<file path="src/rtl/mips_pkg.sv">
// Shared definitions for the MIPS front end.
//   WORD_W           : datapath word width
//   RESET_PC_DEFAULT : default byte address fetched first after reset
//   fetch_entry_t    : one fetched word tagged with its byte PC
package mips_pkg;

    localparam int          WORD_W           = 32;
    localparam logic [31:0] RESET_PC_DEFAULT = 32'h0000_0000;

    typedef struct packed {
        logic [WORD_W-1:0] pc;
        logic [WORD_W-1:0] instr;
    } fetch_entry_t;

endpackage

</file>
<file path="src/rtl/fetch_fifo.sv">
// Synchronous FIFO of fetch_entry_t between the memory response and decode.
// Ports:
//   clock, reset : clock and synchronous active-high reset
//   flush        : empties the FIFO; wins over push and pop in the same cycle
//   push, i_data : write one entry at the tail
//   pop          : remove the head entry (ignored when empty)
//   count        : current occupancy, 0..DEPTH
//   head         : entry at the head; meaningful only when count != 0
module fetch_fifo
    import mips_pkg::*;
#(
    parameter int DEPTH = 4
) (
    input  logic                       clock,
    input  logic                       reset,
    input  logic                       flush,
    input  logic                       push,
    input  fetch_entry_t               i_data,
    input  logic                       pop,
    output logic [$clog2(DEPTH+1)-1:0] count,
    output fetch_entry_t               head
);

    localparam int PW = $clog2(DEPTH);
    localparam int CW = $clog2(DEPTH+1);

    fetch_entry_t  r_mem [DEPTH];
    logic [PW-1:0] r_rd_ptr;
    logic [PW-1:0] r_wr_ptr;
    logic [CW-1:0] r_count;
    logic          w_do_pop;

    assign w_do_pop = pop && (r_count != '0);

    // NOTE: sequential state uses non-blocking assignments so every register
    // samples pre-edge values regardless of statement order.
    always_ff @(posedge clock) begin
        if (reset || flush) begin
            r_rd_ptr <= '0;
            r_wr_ptr <= '0;
            r_count  <= '0;
        end else begin
            if (push)     r_wr_ptr <= r_wr_ptr + PW'(1);
            if (w_do_pop) r_rd_ptr <= r_rd_ptr + PW'(1);
            r_count <= r_count + CW'(push) - CW'(w_do_pop);
        end
    end

    // NOTE: the storage array has no reset; occupancy alone decides which
    // entries are live, so clearing the data would only cost logic.
    always_ff @(posedge clock) begin
        if (push && !flush && !reset) r_mem[r_wr_ptr] <= i_data;
    end

    assign count = r_count;
    assign head  = r_mem[r_rd_ptr];

endmodule

</file>
<file path="src/rtl/instruction_fetch.sv">
// Front-end fetch unit: owns the PC, drives one word address per cycle into
// the synchronous instruction memory, tags each one-cycle-latency response
// with its PC and buffers it in fetch_fifo for decode.
// Ports:
//   clock, reset      : clock and synchronous active-high reset
//   imem_addr         : word index {2'b00, pc[31:2]}
//   imem_instruction  : memory data for the previous cycle's imem_addr
//   redirect_valid/pc : taken branch/jump; flushes and restarts at target
//   if_valid/ready    : handshake to decode
//   if_instr, if_pc   : head word and its byte PC, zero when if_valid = 0
module instruction_fetch
    import mips_pkg::*;
#(
    parameter logic [31:0] RESET_PC = RESET_PC_DEFAULT,
    parameter int          DEPTH    = 4
) (
    input  logic        clock,
    input  logic        reset,
    output logic [31:0] imem_addr,
    input  logic [31:0] imem_instruction,
    input  logic        redirect_valid,
    input  logic [31:0] redirect_pc,
    output logic        if_valid,
    input  logic        if_ready,
    output logic [31:0] if_instr,
    output logic [31:0] if_pc
);

    localparam int CW = $clog2(DEPTH+1);

    logic [31:0]   r_pc;
    logic          r_inflight_valid;
    logic [31:0]   r_inflight_pc;

    logic [CW-1:0] w_count;
    logic [CW:0]   w_credit_used;
    logic          w_issue;
    logic          w_flush;
    logic          w_pop;
    fetch_entry_t  w_push_data;
    fetch_entry_t  w_head;

    // Credit check uses registered state only, so if_ready never reaches
    // imem_addr combinationally. Counting the inflight word guarantees the
    // response always has a free slot when it lands.
    assign w_credit_used = {1'b0, w_count} + (CW+1)'(r_inflight_valid);
    assign w_issue       = !reset && !redirect_valid
                           && (w_credit_used < (CW+1)'(DEPTH));

    always_ff @(posedge clock) begin
        if (reset) begin
            r_pc             <= RESET_PC & ~32'h3;
            r_inflight_valid <= 1'b0;
            r_inflight_pc    <= '0;
        end else if (redirect_valid) begin
            // Dropping the inflight flag discards the response due next cycle.
            r_pc             <= redirect_pc & ~32'h3;
            r_inflight_valid <= 1'b0;
        end else begin
            r_inflight_valid <= w_issue;
            if (w_issue) begin
                r_inflight_pc <= r_pc;
                r_pc          <= r_pc + 32'd4;
            end
        end
    end

    assign imem_addr = {2'b00, r_pc[31:2]};

    assign w_flush     = reset || redirect_valid;
    assign w_pop       = if_valid && if_ready;
    assign w_push_data = '{pc: r_inflight_pc, instr: imem_instruction};

    fetch_fifo #(
        .DEPTH (DEPTH)
    ) u_fifo (
        .clock  (clock),
        .reset  (reset),
        .flush  (w_flush),
        .push   (r_inflight_valid),
        .i_data (w_push_data),
        .pop    (w_pop),
        .count  (w_count),
        .head   (w_head)
    );

    assign if_valid = (w_count != '0);
    assign if_instr = if_valid ? w_head.instr : '0;
    assign if_pc    = if_valid ? w_head.pc    : '0;

endmodule
</file>
<file path="config.mk">
export PLATFORM = sky130hd
export DESIGN_NAME = instruction_fetch
export DESIGN_NICKNAME = d
export VERILOG_FILES = /design/src/rtl/mips_pkg.sv /design/src/rtl/fetch_fifo.sv /design/src/rtl/instruction_fetch.sv
export SDC_FILE = /design/constraint.sdc
export NUM_CORES = 1
export LEC_CHECK = 0
export CAP_MARGIN = 20
export CORE_MARGIN = 1
export CORE_UTILIZATION = 59
export DETAILED_ROUTE_END_ITERATION = 8
export HOLD_SLACK_MARGIN = 0.06
export PLACE_DENSITY_LB_ADDON = 0.15
export SLEW_MARGIN = 20
export SYNTH_ARGS = -nofsm -noshare
export SYNTH_HDL_FRONTEND = slang
export SYNTH_SLANG_ARGS = --single-unit
</file>
<file path="constraint.sdc">
create_clock -name clock -period 6.15 [get_ports clock]
set_input_delay 1.5375 -clock clock [delete_from_list [all_inputs] [get_ports clock]]
set_output_delay 1.5375 -clock clock [all_outputs]
set_load 0.02 [all_outputs]
</file>
==> flow_metrics.py <==
metrics = {
    "run_status": {
        "status": "finished, final reports clean",
    },
    "detailed_routing": {
        "drc_errors": 0,
        "vias": 7248,
        "drt-wirelength-per-cell_um": 20.8,
        "drt-pass1-iter-count": 5,
        "drt_iter0_drc": 369,
        "totalWireLength_um": 25700,
        "detail_route.vias_per_cell": 5.87,
        "ant_nets": 0,
    },
    "yosys": {
        "yosys-top-cells-area": "edfxtp_1 59%, dfxtp_1 11%, mux4_2 11%",
        "synth-edff-count": 248,
        "netlist_area_mm2": 0.0126,
        "syn_inst": 788,
        "avgSynthCellArea_um2": 16.0,
        "synth_top_cell_by_area": "edfxtp_1",
        "synthFlopType": "edfxtp_1",
        "ys_warn_count": 0,
        "ys_ff_latch": 318,
        "synth.top_cells.by_count": "248 x edfxtp_1, 77 x nand2_1, 70 x dfxtp_1",
        "synth_most_common_cell": "edfxtp_1",
        "seq_area_frac_synth_pct": 70.0,
        "yosysUniqueCellTypes": 44,
        "synthArstFlopShare_pct": 0,
        "yosysTopAreaCellShare_pct": 58.9,
    },
    "worst_setup_path": {
        "r2r_cells": 8,
        "required_ns": 4.61,
        "critical_path_class": "register to output port",
        "endpoint": "if_instr[12]",
        "crit_path_end_kind": "output port",
        "worstPathArrival_ns": 3.02,
        "crit_path_max_fanout": 24,
        "regToRegEndpoint": "r_inflight_pc[18]",
        "reg2reg_slack_ns": 3.11,
        "cp-start-kind": "register",
        "r2r-start": "u_fifo.count[1]",
    },
    "placed_design": {
        "port_buffers": 158,
        "dpl.hpwl_um": 14700,
        "place.gp.congestion": 0.865,
    },
    "clock_network": {
        "cts_htree_levels": 1,
        "path_clk_slew_ns": 0.06,
        "cts_tree": "done",
        "postCtsResizedCells": 0,
        "hold_buffers": 0,
        "cts_num_sinks": 318,
        "cts_root_buf": "clkbuf_16",
        "cts_buffers": 30,
        "clk_latency_ns": 0.55,
        "clockBufferDepth": 3,
        "cts_setup_buffers": 0,
    },
    "floorplan": {
        "die_y_um": 148,
        "start_util_pct": 60.1,
        "row_count": 53,
        "die_w_um": 148,
        "fp.dieArea_mm2": 0.0220,
        "io_pins": 165,
        "coreArea_mm2": 0.0210,
    },
    "sta": {
        "fmax_mhz": 220,
        "fin_hold_ws_ns": 0.496,
        "finalCritPeriodShare_pct": 74.1,
        "slew_viol_final": 0,
        "hold_viol": 0,
        "final-setup-viol-count": 0,
        "min_period_ns": 4.56,
        "tightest_slew_ns": 1.00,
        "rsz0062_at_grt": "no",
        "slew-limit-headroom_pct": 33.3,
        "fin_skew_ns": 0.00620,
        "setup-tns-final_ns": 0,
    },
    "global_route": {
        "first_global_vias": 7516,
        "grt_first_pass_wirelength_um": 39700,
        "grt.total_usage_pct": 23.7,
        "antenna_found_initial": 0,
        "overflow": 0,
        "grt_max_degree": 65,
    },
    "pwr": {
        "p_clk_share_pct": 41.0,
        "p_sw_share_pct": 21.6,
        "p_sw_uw": 1020,
        "ir_worst_vdd_v": 0.000206,
        "internal_power_uw": 3710,
        "p_leak_uw": 0.00512,
        "seqPwrFrac_pct": 50.5,
        "pwr-share-comb_pct": 8.5,
        "power_density_mw_per_mm2": 306,
    },
    "finish": {
        "synthToLayoutAreaGrowth_pct": 22.5,
        "final_layout_size_suffix_gt1_share_pct": 13.6,
        "nets": 1013,
        "diodes": 0,
    },
    "worst_hold_path": {
        "hold_path.class": "register to register",
    },
    "job": {
        "maxCapViolCount": 0,
    },
}
-- power groups by stage --
stage	clock network (uW)	logic, uW	registers [uW]
2_1_floorplan	0	204	2430
3_3_place_gp	0	396	2430
3_5_place_dp	0	405	2440
4_1_cts	1960	407	2390
5_1_grt	2040	431	2390
6_report	1940	404	2390
-- layer usage --
metal / routed length [um] / GRT usage, %
met1: 10500 / 31.0
met2: 13100 / 40.8
met3: 1720 / 4.11
met4: 429 / 7.22
met5: 0 / 0
-- through the flow --
step	setup WS [ns]	total power (uW)	cells	util [%]	cell area, um^2
final	1.59	4740	1234	73.6	15500
after global routing	1.40	4870	1234	73.6	15500
after CTS	1.51	4760	1234	73.6	15500
after detailed placement	1.98	2840	1179	68.5	14400
after global placement	2.02	2830	1179	68.5	14400
after floorplan	2.20	2640	791	-	12600
-- sequential cells by signal, summed over array words and instances (netlist names), named ones only --
register          count
u_fifo.count          3
r_inflight_valid      1
r_pc                 30
r_inflight_pc        30
u_fifo.r_wr_ptr       2
u_fifo.r_rd_ptr       2
u_fifo.r_mem        248
-- layout make-up --
class / instances / area [um^2]
sequential: 318 / 8860
fill: 1273 / 5540
multi-input combinational: 413 / 3560
timing repair buffer: 162 / 1610
clock buffer: 44 / 940
tap: 275 / 344
clock inverter: 11 / 126
inverter: 11 / 41.3
-- how the worst min path moves through the flow --
stage / startpoint / end / depth (start not counted)
after floorplan: r_inflight_pc[2] / u_fifo.r_mem[0][34] / 0
after global placement: r_inflight_pc[31] / u_fifo.r_mem[2][63] / 0
after detailed placement: r_inflight_pc[21] / r_inflight_pc[21] / 2
after CTS: r_inflight_pc[20] / r_inflight_pc[20] / 2
after global routing: r_inflight_pc[22] / r_inflight_pc[22] / 2
final: r_inflight_pc[25] / r_inflight_pc[25] / 2
-- cells by family after synthesis --
| logic type | Yosys count | share of synthesized area [%] |
|---|---|---|
| XOR/XNOR | 27 | 1.87 |
| flip-flops | 318 | 70.0 |
| multiplexers | 64 | 11.2 |
| AO/OA/AOI/OAI | 74 | 3.81 |
| other | 1 | 0.0297 |
| adder cells (fa/ha/maj) | 9 | 0.950 |
| buffers and inverters | 60 | 2.08 |
| AND/OR/NAND/NOR | 235 | 10.0 |
-- placed cells by master, fill, tap and decap left out, drive strengths merged, types with 2 or more instances in the layout --
cell and n:
mux2i 2, and3 7, nand3 11, bufinv 3
clkbuf 44, a311oi 4, buf 5, xnor2 13
conb 4, o21bai 2, dfxtp 70, a21oi 35
or3 5, o21ai 4, o31a 2, xor2 14
mux4 62, a211oi 21, nand4 14, clkdlybuf4s50 157
nand2 77, and4 5, edfxtp 248, inv 11
ha 8, nor2 34, clkinv 7, nor3 4
and2 66, nand4b 2, nor4 8
-- worst max-delay path: stages (launching register included) --
cell and delay [ns]:
dfxtp_4 0.67, buf_4 0.50, mux4_2 0.57, and2_1 0.18, clkdlybuf4s50_1 0.53
No activity file was read; power rests on OpenSTA's default activity.
